File: config.mk
export PLATFORM = sky130hd
export DESIGN_NAME = ecp5pll_phase_seq
export DESIGN_NICKNAME = d
export VERILOG_FILES = /design/src/rtl/ecp5pll_pkg.sv /design/src/rtl/ecp5pll_phase_dist.sv /design/src/rtl/ecp5pll_phase_seq.sv
export SDC_FILE = /design/constraint.sdc
export NUM_CORES = 1
export LEC_CHECK = 0
export BUFFER_PORTS_ARGS = -buffer_cell sky130_fd_sc_hd__buf_2
export CAP_MARGIN = 15
export CELL_PAD_IN_SITES_DETAIL_PLACEMENT = 1
export CELL_PAD_IN_SITES_GLOBAL_PLACEMENT = 1
export CORE_MARGIN = 3
export CORE_UTILIZATION = 48
export CTS_BUF_LIST = sky130_fd_sc_hd__clkbuf_8
export DETAILED_ROUTE_END_ITERATION = 10
export PLACE_DENSITY = 0.81
export SYNTH_ARGS = -nofsm -noshare
export SYNTH_HDL_FRONTEND = slang
export SYNTH_SLANG_ARGS = --single-unit
File: constraint.sdc
create_clock -name clk_i -period 11.8 [get_ports clk_i]
set_clock_uncertainty 0.05 [all_clocks]
set_input_delay 2.36 -clock clk_i [delete_from_list [all_inputs] [get_ports clk_i]]
set_output_delay 2.36 -clock clk_i [all_outputs]
set_load 0.1 [all_outputs]
File: src/rtl/ecp5pll_pkg.sv
// ecp5pll_pkg
//   Types and constants shared by the ECP5 PLL helper blocks: the dynamic
//   phase sequencer state encoding and the EHXPLLL PFD/VCO operating limits
//   used by the clock-generator family.
package ecp5pll_pkg;

  // Dynamic phase shift sequencer states.
  typedef enum logic [2:0] {
    ST_IDLE,
    ST_SETUP,
    ST_PULSE,
    ST_SETTLE,
    ST_DONE
  } phase_state_e;

  // EHXPLLL operating limits (Hz).
  localparam int unsigned PFD_MIN_HZ = 32'd3_125_000;
  localparam int unsigned PFD_MAX_HZ = 32'd400_000_000;
  localparam int unsigned VCO_MIN_HZ = 32'd400_000_000;
  localparam int unsigned VCO_MAX_HZ = 32'd800_000_000;

  // One phasestep pulse moves an output by 1/8 of a VCO period.
  localparam int unsigned PHASE_STEPS_PER_VCO = 32'd8;

  // Width of a down-counter that must hold max(a, b) - 1, never below 1 bit.
  function automatic int timer_width(input int a, input int b);
    int m;
    m = (a > b) ? a : b;
    return (m <= 2) ? 1 : $clog2(m);
  endfunction

endpackage

File: src/rtl/ecp5pll_phase_dist.sv
// ecp5pll_phase_dist
//   Shortest-path distance between the tracked phase of a PLL output and a
//   requested phase on a circular scale of `modulus` positions.
//   Ports:
//     cur      - current tracked phase
//     target   - requested phase (caller guarantees target < modulus)
//     modulus  - wrap modulus (output_div * 8)
//     dir      - 0 = step up, 1 = step down
//     steps    - number of phasestep pulses needed (0 when already there)
module ecp5pll_phase_dist #(
  parameter int PHASE_W = 10
) (
  input  logic [PHASE_W-1:0] cur,
  input  logic [PHASE_W-1:0] target,
  input  logic [PHASE_W-1:0] modulus,
  output logic               dir,
  output logic [PHASE_W-1:0] steps
);

  logic [PHASE_W:0] cur_x;
  logic [PHASE_W:0] tgt_x;
  logic [PHASE_W:0] mod_x;
  logic [PHASE_W:0] fwd;
  logic [PHASE_W:0] bwd;

  always_comb begin
    tgt_x = {1'b0, target};
    mod_x = {1'b0, modulus};
    // A channel tracked under a larger modulus may sit above the new one;
    // fold it back once so the circular difference stays in range.
    cur_x = {1'b0, cur};
    if (cur_x >= mod_x) begin
      cur_x = cur_x - mod_x;
    end

    if (tgt_x >= cur_x) begin
      fwd = tgt_x - cur_x;
    end else begin
      fwd = tgt_x + mod_x - cur_x;
    end
    bwd = mod_x - fwd;

    // Equal distance either way resolves to incrementing.
    if (fwd <= bwd) begin
      dir   = 1'b0;
      steps = PHASE_W'(fwd);
    end else begin
      dir   = 1'b1;
      steps = PHASE_W'(bwd);
    end
  end

endmodule

File: src/rtl/ecp5pll_phase_seq.sv
// ecp5pll_phase_seq
//   Drives the EHXPLLL dynamic phase port (PHASESEL/PHASEDIR/PHASESTEP) to
//   move one PLL output to a requested phase, tracking the phase of every
//   output so each request only issues the shortest run of step pulses.
//
//   state  | meaning
//   IDLE   | ready for a request
//   SETUP  | phasesel/phasedir presented one cycle ahead of the first pulse
//   PULSE  | phasestep high for PULSE_CYCLES
//   SETTLE | phasestep low for SETTLE_CYCLES
//   DONE   | single-cycle done pulse, then back to IDLE
//
//   Ports:
//     clk_i, reset       - clock, synchronous active-high reset
//     req_valid/ready    - request handshake (ready only in IDLE)
//     req_ch/phase/mod   - target output, target phase, wrap modulus
//     phasesel/dir/step  - EHXPLLL dynamic phase controls
//     phaseloadreg       - tied low
//     busy, done, err    - status; done/err are one-cycle pulses
//     cur_phase          - tracked phase, channel n at [n*PHASE_W +: PHASE_W]
module ecp5pll_phase_seq
  import ecp5pll_pkg::*;
#(
  parameter int CHANNELS      = 4,
  parameter int PHASE_W       = 10,
  parameter int PULSE_CYCLES  = 4,
  parameter int SETTLE_CYCLES = 16
) (
  input  logic                        clk_i,
  input  logic                        reset,
  input  logic                        req_valid,
  output logic                        req_ready,
  input  logic [1:0]                  req_ch,
  input  logic [PHASE_W-1:0]          req_phase,
  input  logic [PHASE_W-1:0]          req_mod,
  output logic [1:0]                  phasesel,
  output logic                        phasedir,
  output logic                        phasestep,
  output logic                        phaseloadreg,
  output logic                        busy,
  output logic                        done,
  output logic                        err,
  output logic [CHANNELS*PHASE_W-1:0] cur_phase
);

  localparam int TW = timer_width(PULSE_CYCLES, SETTLE_CYCLES);
  localparam logic [TW-1:0] PULSE_LOAD  = TW'(PULSE_CYCLES - 1);
  localparam logic [TW-1:0] SETTLE_LOAD = TW'(SETTLE_CYCLES - 1);

  phase_state_e       state;
  logic [PHASE_W-1:0] cur_q [CHANNELS];
  logic [PHASE_W-1:0] mod_q;
  logic [PHASE_W-1:0] steps_left;
  logic [TW-1:0]      timer;

  logic [PHASE_W-1:0] cur_req;
  logic [PHASE_W-1:0] cur_act;
  logic [PHASE_W-1:0] step_next;
  logic               req_bad;
  logic               dist_dir;
  logic [PHASE_W-1:0] dist_n;

  assign phaseloadreg = 1'b0;

  for (genvar g = 0; g < CHANNELS; g++) begin : g_flat
    assign cur_phase[g*PHASE_W +: PHASE_W] = cur_q[g];
  end

  // Phase of the requested channel and of the channel being stepped.
  always_comb begin
    cur_req = '0;
    cur_act = '0;
    for (int c = 0; c < CHANNELS; c++) begin
      if (req_ch == 2'(c)) cur_req = cur_q[c];
      if (phasesel == 2'(c)) cur_act = cur_q[c];
    end
  end

  always_comb begin
    if (phasedir) begin
      step_next = (cur_act == '0) ? mod_q - PHASE_W'(1) : cur_act - PHASE_W'(1);
    end else begin
      step_next = (cur_act >= mod_q - PHASE_W'(1)) ? '0 : cur_act + PHASE_W'(1);
    end
  end

  assign req_bad = (req_mod == '0) || (req_phase >= req_mod) ||
                   ({1'b0, req_ch} >= 3'(CHANNELS));

  ecp5pll_phase_dist #(
    .PHASE_W (PHASE_W)
  ) u_dist (
    .cur     (cur_req),
    .target  (req_phase),
    .modulus (req_mod),
    .dir     (dist_dir),
    .steps   (dist_n)
  );

  always_ff @(posedge clk_i) begin
    if (reset) begin
      state      <= ST_IDLE;
      req_ready  <= 1'b1;
      busy       <= 1'b0;
      done       <= 1'b0;
      err        <= 1'b0;
      phasesel   <= '0;
      phasedir   <= 1'b0;
      phasestep  <= 1'b0;
      mod_q      <= '0;
      steps_left <= '0;
      timer      <= '0;
      for (int c = 0; c < CHANNELS; c++) cur_q[c] <= '0;
    end else begin
      done <= 1'b0;
      err  <= 1'b0;
      case (state)
        ST_IDLE: begin
          if (req_valid) begin
            if (req_bad) begin
              err <= 1'b1;
            end else begin
              phasesel   <= req_ch;
              phasedir   <= dist_dir;
              mod_q      <= req_mod;
              steps_left <= dist_n;
              req_ready  <= 1'b0;
              busy       <= 1'b1;
              if (dist_n == '0) begin
                state <= ST_DONE;
                done  <= 1'b1;
              end else begin
                state <= ST_SETUP;
              end
            end
          end
        end
        ST_SETUP: begin
          state     <= ST_PULSE;
          phasestep <= 1'b1;
          timer     <= PULSE_LOAD;
        end
        ST_PULSE: begin
          if (timer == '0) begin
            state      <= ST_SETTLE;
            phasestep  <= 1'b0;
            timer      <= SETTLE_LOAD;
            steps_left <= steps_left - PHASE_W'(1);
            for (int c = 0; c < CHANNELS; c++) begin
              if (phasesel == 2'(c)) cur_q[c] <= step_next;
            end
          end else begin
            timer <= timer - TW'(1);
          end
        end
        ST_SETTLE: begin
          if (timer == '0) begin
            if (steps_left != '0) begin
              state     <= ST_PULSE;
              phasestep <= 1'b1;
              timer     <= PULSE_LOAD;
            end else begin
              state <= ST_DONE;
              done  <= 1'b1;
            end
          end else begin
            timer <= timer - TW'(1);
          end
        end
        ST_DONE: begin
          state     <= ST_IDLE;
          busy      <= 1'b0;
          req_ready <= 1'b1;
        end
        default: begin
          state     <= ST_IDLE;
          busy      <= 1'b0;
          req_ready <= 1'b1;
          phasestep <= 1'b0;
        end
      endcase
    end
  end

endmodule

# After elaboration in Yosys (flattened, before gate mapping)
# Memories as Yosys holds them, arrays and structs flattened.
# Cells that the tools add are included.
[totals] reg_bits=35 mem_bits_rw=40 inputBits=25 out_inout_bits=49 wordCells=145 n_memories=1
[op_classes] addsub=10 magnitude_cmp=5 n_eq_ne=16 n_mux=73 bitwise_logic=9 reduce_logical=20
[mem_list] memory="cur_q" depth=4 word_bits=10 rd=4 rd_clocked_by_memory_dff=0 wr=4 line_no="ecp5pll_phase_seq.sv:51" source="logic [PHASE_W-1:0] cur_q [CHANNELS];"
[ops] op="2-to-1 mux 10 bit" count=19
[ops] op="2-to-1 mux 1 bit" count=36
[ops] op="greater-or-equal comparator 10 bit" count=3
[ops] op="zero test 10 bit" count=3
[ops] op="subtractor 10 x 1 -> 10 bit, second input constant" count=3
[ops] op="2-to-1 mux 11 bit" count=2
[ops] op="subtractor 10 x 11 -> 11 bit" count=2
[ops] op="one-hot mux 10 bit (2 select lines)" count=1
[ops] op="2-to-1 mux 3 bit" count=6
[ops] op="2-to-1 mux 4 bit" count=3
[ops] op="one-hot mux 3 bit (4 select lines)" count=1
[ops] op="one-hot mux 4 bit (3 select lines)" count=1
[ops] op="AND reduction 4 bit" count=3
[ops] op="adder 10 x 10 -> 11 bit" count=1
[ops] op="greater-or-equal comparator 10 x 11 -> 1 bit" count=1
[ops] op="<= comparator 11 bit" count=1
[ops] op="subtractor 10 x 10 -> 11 bit" count=1
[ops] op="subtractor 11 bit" count=1
[ops] op="adder 10 x 1 -> 10 bit, second input constant" count=1
[ops] op="inequality test 2 bit, second input constant" count=5
[ops] op="nonzero test 10 bit" count=1
[ops] op="equality test 2 bit, second input constant" count=4
[ops] op="equality test 3 x 2 -> 1 bit, second input constant" count=2
[ops] op="one-hot mux 1 bit (2 select lines)" count=3
[ops] op="18 further kinds" count=29

# Depth between registers and ports, before layout
[depth] ltp_word=17 mapped_depth=43 ltp_nobuf=41

# Modules after synthesis
# From an unflattened synthesis, not the netlist that was laid out.
[hier_totals] cells_unflattened=891 area_unflattened_um2=7611.0
[by_module_without_submodules] module="ecp5pll_phase_seq" n_inst=1 cells_each=519 area_each_um2=4865.9 seq_area_each_um2=1901.8
[by_module_without_submodules] module="ecp5pll_phase_dist" n_inst=1 cells_each=372 area_each_um2=2745.1 seq_area_each_um2=0.0

# Least setup slack after synthesis
# OpenSTA, ideal clock, no wires.
[synth_path] path_type="input to register" from="in req_ch[0]" to="reg steps_left[9]" setup_time_ns=0.103 arrival_time_ns=10.754 required_time_ns=11.647 path_slack_ns=0.893 path_stages=36 n_path_buf=4 path_cell_list="buf_1 mux4_2 ha_1 a21o_1 a21oi_1 o31ai_2 or2_2 clkbuf_1 nand2_1 a21boi_0 inv_1 ha_1 a21o_1 a221o_1 a211o_1 and2_4 buf_6 buf_6 a21oi_1 ha_1 and2_1 a32o_1 a311oi_1 xor2_1 ha_1 a21o_1 a21oi_1 nor2b_1 o21ai_0 nand2b_1 nor3b_1 a221oi_4 and2_1 a22o_1 mux2_4 a2111oi_2"
[synth_between] elab_chain_len=15 word_cells_on_any_way=21 classes_between="4 x add/sub; 3 x order compare; 3 x eq/ne; 10 x mux; 1 x reduce/logical"
[synth_lines] item="start: declaration" line_no="ecp5pll_phase_seq.sv:33" source="input logic [1:0] req_ch,"
[synth_lines] item="zero test 2 bit" line_no="ecp5pll_phase_seq.sv:74" source="if (req_ch == 2'(c)) cur_req = cur_q[c];"
[synth_lines] item="2-to-1 mux 10 bit (3 in series)" line_no="ecp5pll_phase_seq.sv:74"
[synth_lines] item="2-to-1 mux 10 bit (*)" line_no="ecp5pll_phase_seq.sv:74"
[synth_lines] item="subtractor 10 x 10 -> 11 bit / greater-or-equal comparator 10 bit (equally long branches)" line_no="ecp5pll_phase_dist.sv:33, ecp5pll_phase_dist.sv:32"
[synth_lines] item="2-to-1 mux 11 bit (*)" line_no="ecp5pll_phase_dist.sv:32" source="if (cur_x >= mod_x) begin"
[synth_lines] item="subtractor 11 bit, or another cell as far along" line_no="ecp5pll_phase_dist.sv:39" source="fwd = tgt_x + mod_x - cur_x;"
[synth_lines] item="2-to-1 mux 11 bit (*)" line_no="ecp5pll_phase_dist.sv:36" source="if (tgt_x >= cur_x) begin"
[synth_lines] item="subtractor 10 x 11 -> 11 bit" line_no="ecp5pll_phase_dist.sv:41" source="bwd = mod_x - fwd;"
[synth_lines] item="<= comparator 11 bit" line_no="ecp5pll_phase_dist.sv:44" source="if (fwd <= bwd) begin"
[synth_lines] item="2-to-1 mux 10 bit (*)" line_no="ecp5pll_phase_dist.sv:44"
[synth_lines] item="2-to-1 mux 10 bit (*)" line_no="ecp5pll_phase_seq.sv:120" source="if (req_bad) begin"
[synth_lines] item="2-to-1 mux 10 bit (*)" line_no="ecp5pll_phase_seq.sv:119" source="if (req_valid) begin"
[synth_lines] item="one-hot mux 10 bit (2 select lines) (*)" line_no="ecp5pll_phase_seq.sv:117" source="case (state)"
[synth_lines] item="end signal: assignment" line_no="ecp5pll_phase_seq.sv:126" source="steps_left <= dist_n;"
[synth_lines] item="end signal: assignment" line_no="ecp5pll_phase_seq.sv:148" source="steps_left <= steps_left - PHASE_W'(1);"
[synth_lines] item="end: declaration" line_no="ecp5pll_phase_seq.sv:53" source="logic [PHASE_W-1:0] steps_left;"
# Every way passes the cells marked *; elsewhere a longest branch is shown, timed or not. The select of a mux whose other input is x is not followed.
# A chain may end at the register's enable or synchronous reset.

# Final worst setup path
# Ends and elaborated chain as after synthesis.

==> impl_summary.md <==
Run status
The flow ran to the end, and the final reports show no timing, DRC or antenna violations.

GRT
Entering global routing, the biggest net connects 39 pins. The global-route wire length before repair is 41000 microns. The via count of the first global-routing pass is 7473. The initial antenna violation count came to 0.

In the global route stage, overall resource usage came out at 0.297. The total congestion overflow after global routing is 0.

Timing
The count of final hold-check violations came to 0. Setup repair after global routing left no endpoint under its margin. Headroom to the max-slew limit came out at 0.402.

The minimum clock period after layout is 11.24 ns. The number of failing setup endpoints in the final timing report is 0. The setup TNS after final layout is 0 ns.

The top achievable clock speed is 0.0890 GHz. For the pin with the worst max-slew slack, the measured transition is 0.896 ns. The final max-slew violation count is 0. Of the available clock period, the critical path in the final layout requires 0.953.

Floorplanning
The vertical extent of the die is 131 microns. The horizontal die dimension is 131 microns. The floorplan step defined a core boundary enclosing 15300 sq um. The placement row count is 45.

The number of top-level design ports is 74. The die area is 17200 sq um. The initial utilization of the core area, before any placement, comes to 0.494.

Hold path
The class of the worst hold path is reg2reg. The hold path depth is 2.

Synthesis
The primary flip-flop cell chosen by synthesis mapping is sky130_fd_sc_hd__edfxtp_1. The synthesized netlist cell count is 852. The post-synthesis async set-or-reset flop share is 0. Counting flops and latches in the post-synthesis netlist gives 75. The combined area of all synthesized cells is 7530 sq um. When the netlist entered floorplanning its net count stood at 963. The share of the Yosys chip area taken by registers is 0.252.

The count of different cell masters after synthesis is 82. The count of warnings emitted by yosys is 0. The number of flops mapped to enable cells by yosys is 40.

A synthesized cell averages 8.84 sq um.

Route
The residual DRC count is 0. After detailed routing, the number of vias per cell comes to 6.32. The average routed wire per standard cell is 23.1 microns. The number of vias in the routed layout is 7120. For this block, the routed nets add up to 26000 microns of wire.

The first detailed-routing pass took 6 iterations. The first-iteration detailed-routing DRC count is 531. In this run the remaining antenna-violating nets after routing total 0.

CTS
Clock latency on the worst-skew pair, taken at its later pin, is 0.37 ns. The clock-pin slew on the worst setup and hold paths is 0.09 ns. Post-CTS timing repair inserted 0 buffers for setup. The clock root buffer is sky130_fd_sc_hd__clkbuf_8. The count of cells resized by post-cts repair is 0. The number of H-tree levels is 3.

For this design, the sink count on the clock tree is 75. The buffer levels on the longest clock path is 2. In this run, CTS created clock tree buffers numbering 9.

The CTS tree is yes. The post-cts hold buffer count is 0.

Final layout
The combined area of the multi-input logic cells is 5290 sq um. The repair_antennas step left the layout with diodes totalling 0. Fill cells in the final layout number 1841.

Summing all flip-flop and latch instances after layout gives 1900 sq um. The area of all placed cells without fillers is 8300 sq um. After the last flow step, the layout net total stands at 1021. Of the cells placed in the final design, the portion with a size suffix greater than 1 is 0.150.

The area growth from synthesis to final layout is 10.1%.

Place
The post-placement cell area is 8040 sq um. Input and output buffers added on the ports amount to 72. Routability-driven placement finished with a final weighted congestion of 0.947. Detailed placement finished with a half-perimeter wire length of 20300 microns.

Setup path
The worst-case register-to-register setup slack is 2.49 ns. The critical path class is in2reg. The slowest library cell on the worst path is sky130_fd_sc_hd__mux4_2. In this run the worst path has a maximum fanout of 14.

The critical path launch point type is an input pin. The dominant cell type by count on the critical path is sky130_fd_sc_hd__ha_1. Counting buffers and inverters, the worst setup path is 33 cells deep. Counting both buffers and inverters, the worst setup path holds a total of 2. STA classifies the critical path endpoint as a flip-flop. For the worst setup path, the data required time is 12.03 ns.

The family with the most delay on the worst path is compound AO/OA/AOI/OAI gates. Data on the critical path arrives at its endpoint at 11.47 ns. For the worst flop-to-flop path, the logic depth is 32. The biggest cell delay along the critical path is 0.63 ns.

Run
The reported max-cap violation count is 0.

Power and ir drop
The maximum vdd ir drop is 0.138 mV. The static power due to leakage is 3.60 nW. The power per cell area is 286 nW/um^2.
-- registers in the layout, summed over array words and instances (netlist names) --
| signal | flops |
|---|---|
| busy | 1 |
| cur_q | 40 |
| done | 1 |
| err | 1 |
| mod_q | 10 |
| phasedir | 1 |
| phasesel | 2 |
| phasestep | 1 |
| req_ready | 1 |
| state | 3 |
| steps_left | 10 |
| timer | 4 |
-- path summary, 6_finish.rpt --
check | startpoint | end
setup / recovery | req_ch[0] | steps_left[9]$_SDFFE_PP0P_
hold / removal | req_ready$_SDFFE_PP1P_ | req_ready$_SDFFE_PP1P_
setup reg to reg | cur_q[0][7]$_SDFFCE_PN0P_ | steps_left[9]$_SDFFE_PP0P_
hold reg to reg | req_ready$_SDFFE_PP1P_ | req_ready$_SDFFE_PP1P_
-- per-stage QoR --
step	total power [mW]	setup WS, ns	hold WS, ns	cells	util
CTS	2.33	0.544	0.427	1124	0.542
global route	2.53	0.0317	0.454	1126	0.544
detailed placement	2.09	0.205	0.415	1108	0.527
finish	2.37	0.558	0.428	1126	0.544
global placement	2.02	0.485	0.396	1108	0.527
floorplan	1.69	0.893	0.394	852	-
-- layout make-up --
cell class	count	share of cell area
sequential	75	0.229
clock buffer	9	0.0149
clock inverter	7	0.0122
multi-input combinational	687	0.638
inverter	62	0.0281
tap	211	0.0318
timing repair buffer	75	0.0462
-- kinds of logic after synthesis --
family          count (synthesis)  share of synthesized area
buf+inv                        90                     0.0473
simple gates                  294                      0.184
fa+ha+maj                      87                      0.156
xor+xnor                       56                     0.0661
compound gates                203                      0.195
mux                            46                     0.0978
flops                          75                      0.252
other cells                     1                   0.000498
-- routing by layer --
| metal | part of all wire | track usage | wire length [microns] |
|---|---|---|---|
| met5 | 0 | 0 | 0 |
| met4 | 0.041 | 0.124 | 1080 |
| met3 | 0.050 | 0.0448 | 1290 |
| met2 | 0.51 | 0.538 | 13300 |
| met1 | 0.40 | 0.351 | 10300 |
-- where the power goes --
group	total, mW	internal, mW	switching (mW)
combinational	1.79	0.694	1.09
sequential	0.352	0.307	0.0448
clock	0.228	0.120	0.108
-- cell usage after synthesis (all sizes together), types with 5 or more instances --
| library cell | n | area [sq um] |
|---|---|---|
| clkbuf | 21 | 78.8 |
| mux2 | 5 | 63.8 |
| a221oi | 6 | 70.1 |
| nor4 | 10 | 62.6 |
| o21a | 10 | 75.1 |
| a2bb2oi | 8 | 70.1 |
| a21o | 27 | 203 |
| a211oi | 7 | 52.6 |
| fa | 12 | 240 |
| xor2 | 21 | 184 |
| and2 | 8 | 52.6 |
| a311oi | 6 | 70.1 |
| a21oi | 45 | 229 |
| mux4 | 20 | 450 |
| nor3 | 15 | 75.1 |
| a211o | 6 | 52.6 |
| buf | 7 | 45.0 |
| o21ai | 36 | 180 |
| nand4 | 5 | 31.3 |
| nand3 | 13 | 77.6 |
| xnor2 | 35 | 314 |
| edfxtp | 40 | 1200 |
| nor2b | 15 | 93.8 |
| and3 | 8 | 55.1 |
| or2 | 5 | 31.3 |
| nor3b | 5 | 42.5 |
| or3 | 8 | 50.1 |
| o31a | 5 | 43.8 |
| dfxtp | 35 | 701 |
| mux2i | 21 | 223 |
| inv | 62 | 233 |
| nand2b | 13 | 81.3 |
| nand2 | 51 | 191 |
| ha | 74 | 926 |
| nor2 | 132 | 495 |
-- layout by cell type, fill, tap and decap left out, types with 13 or more instances in the layout --
cell                       instances
sky130_fd_sc_hd__dfxtp_1          35
sky130_fd_sc_hd__mux2i_1          20
sky130_fd_sc_hd__nand2b_1         13
sky130_fd_sc_hd__ha_1             74
sky130_fd_sc_hd__a21oi_1          43
sky130_fd_sc_hd__xnor2_1          34
sky130_fd_sc_hd__a21o_1           27
sky130_fd_sc_hd__nor2b_1          15
sky130_fd_sc_hd__nand2_1          51
sky130_fd_sc_hd__edfxtp_1         40
sky130_fd_sc_hd__nor3_1           15
sky130_fd_sc_hd__mux4_2           20
sky130_fd_sc_hd__nor2_1          132
sky130_fd_sc_hd__xor2_1           21
sky130_fd_sc_hd__o21ai_0          36
sky130_fd_sc_hd__buf_2            72
sky130_fd_sc_hd__inv_1            61
-- tightest hold or removal path, cell delays in order, from the launching register on --
cell and delay [ns]:
sky130_fd_sc_hd__dfxtp_1 0.33, sky130_fd_sc_hd__nand3_1 0.07, sky130_fd_sc_hd__nand2_1 0.05
Note: power is estimated with default switching activity, not from simulation.
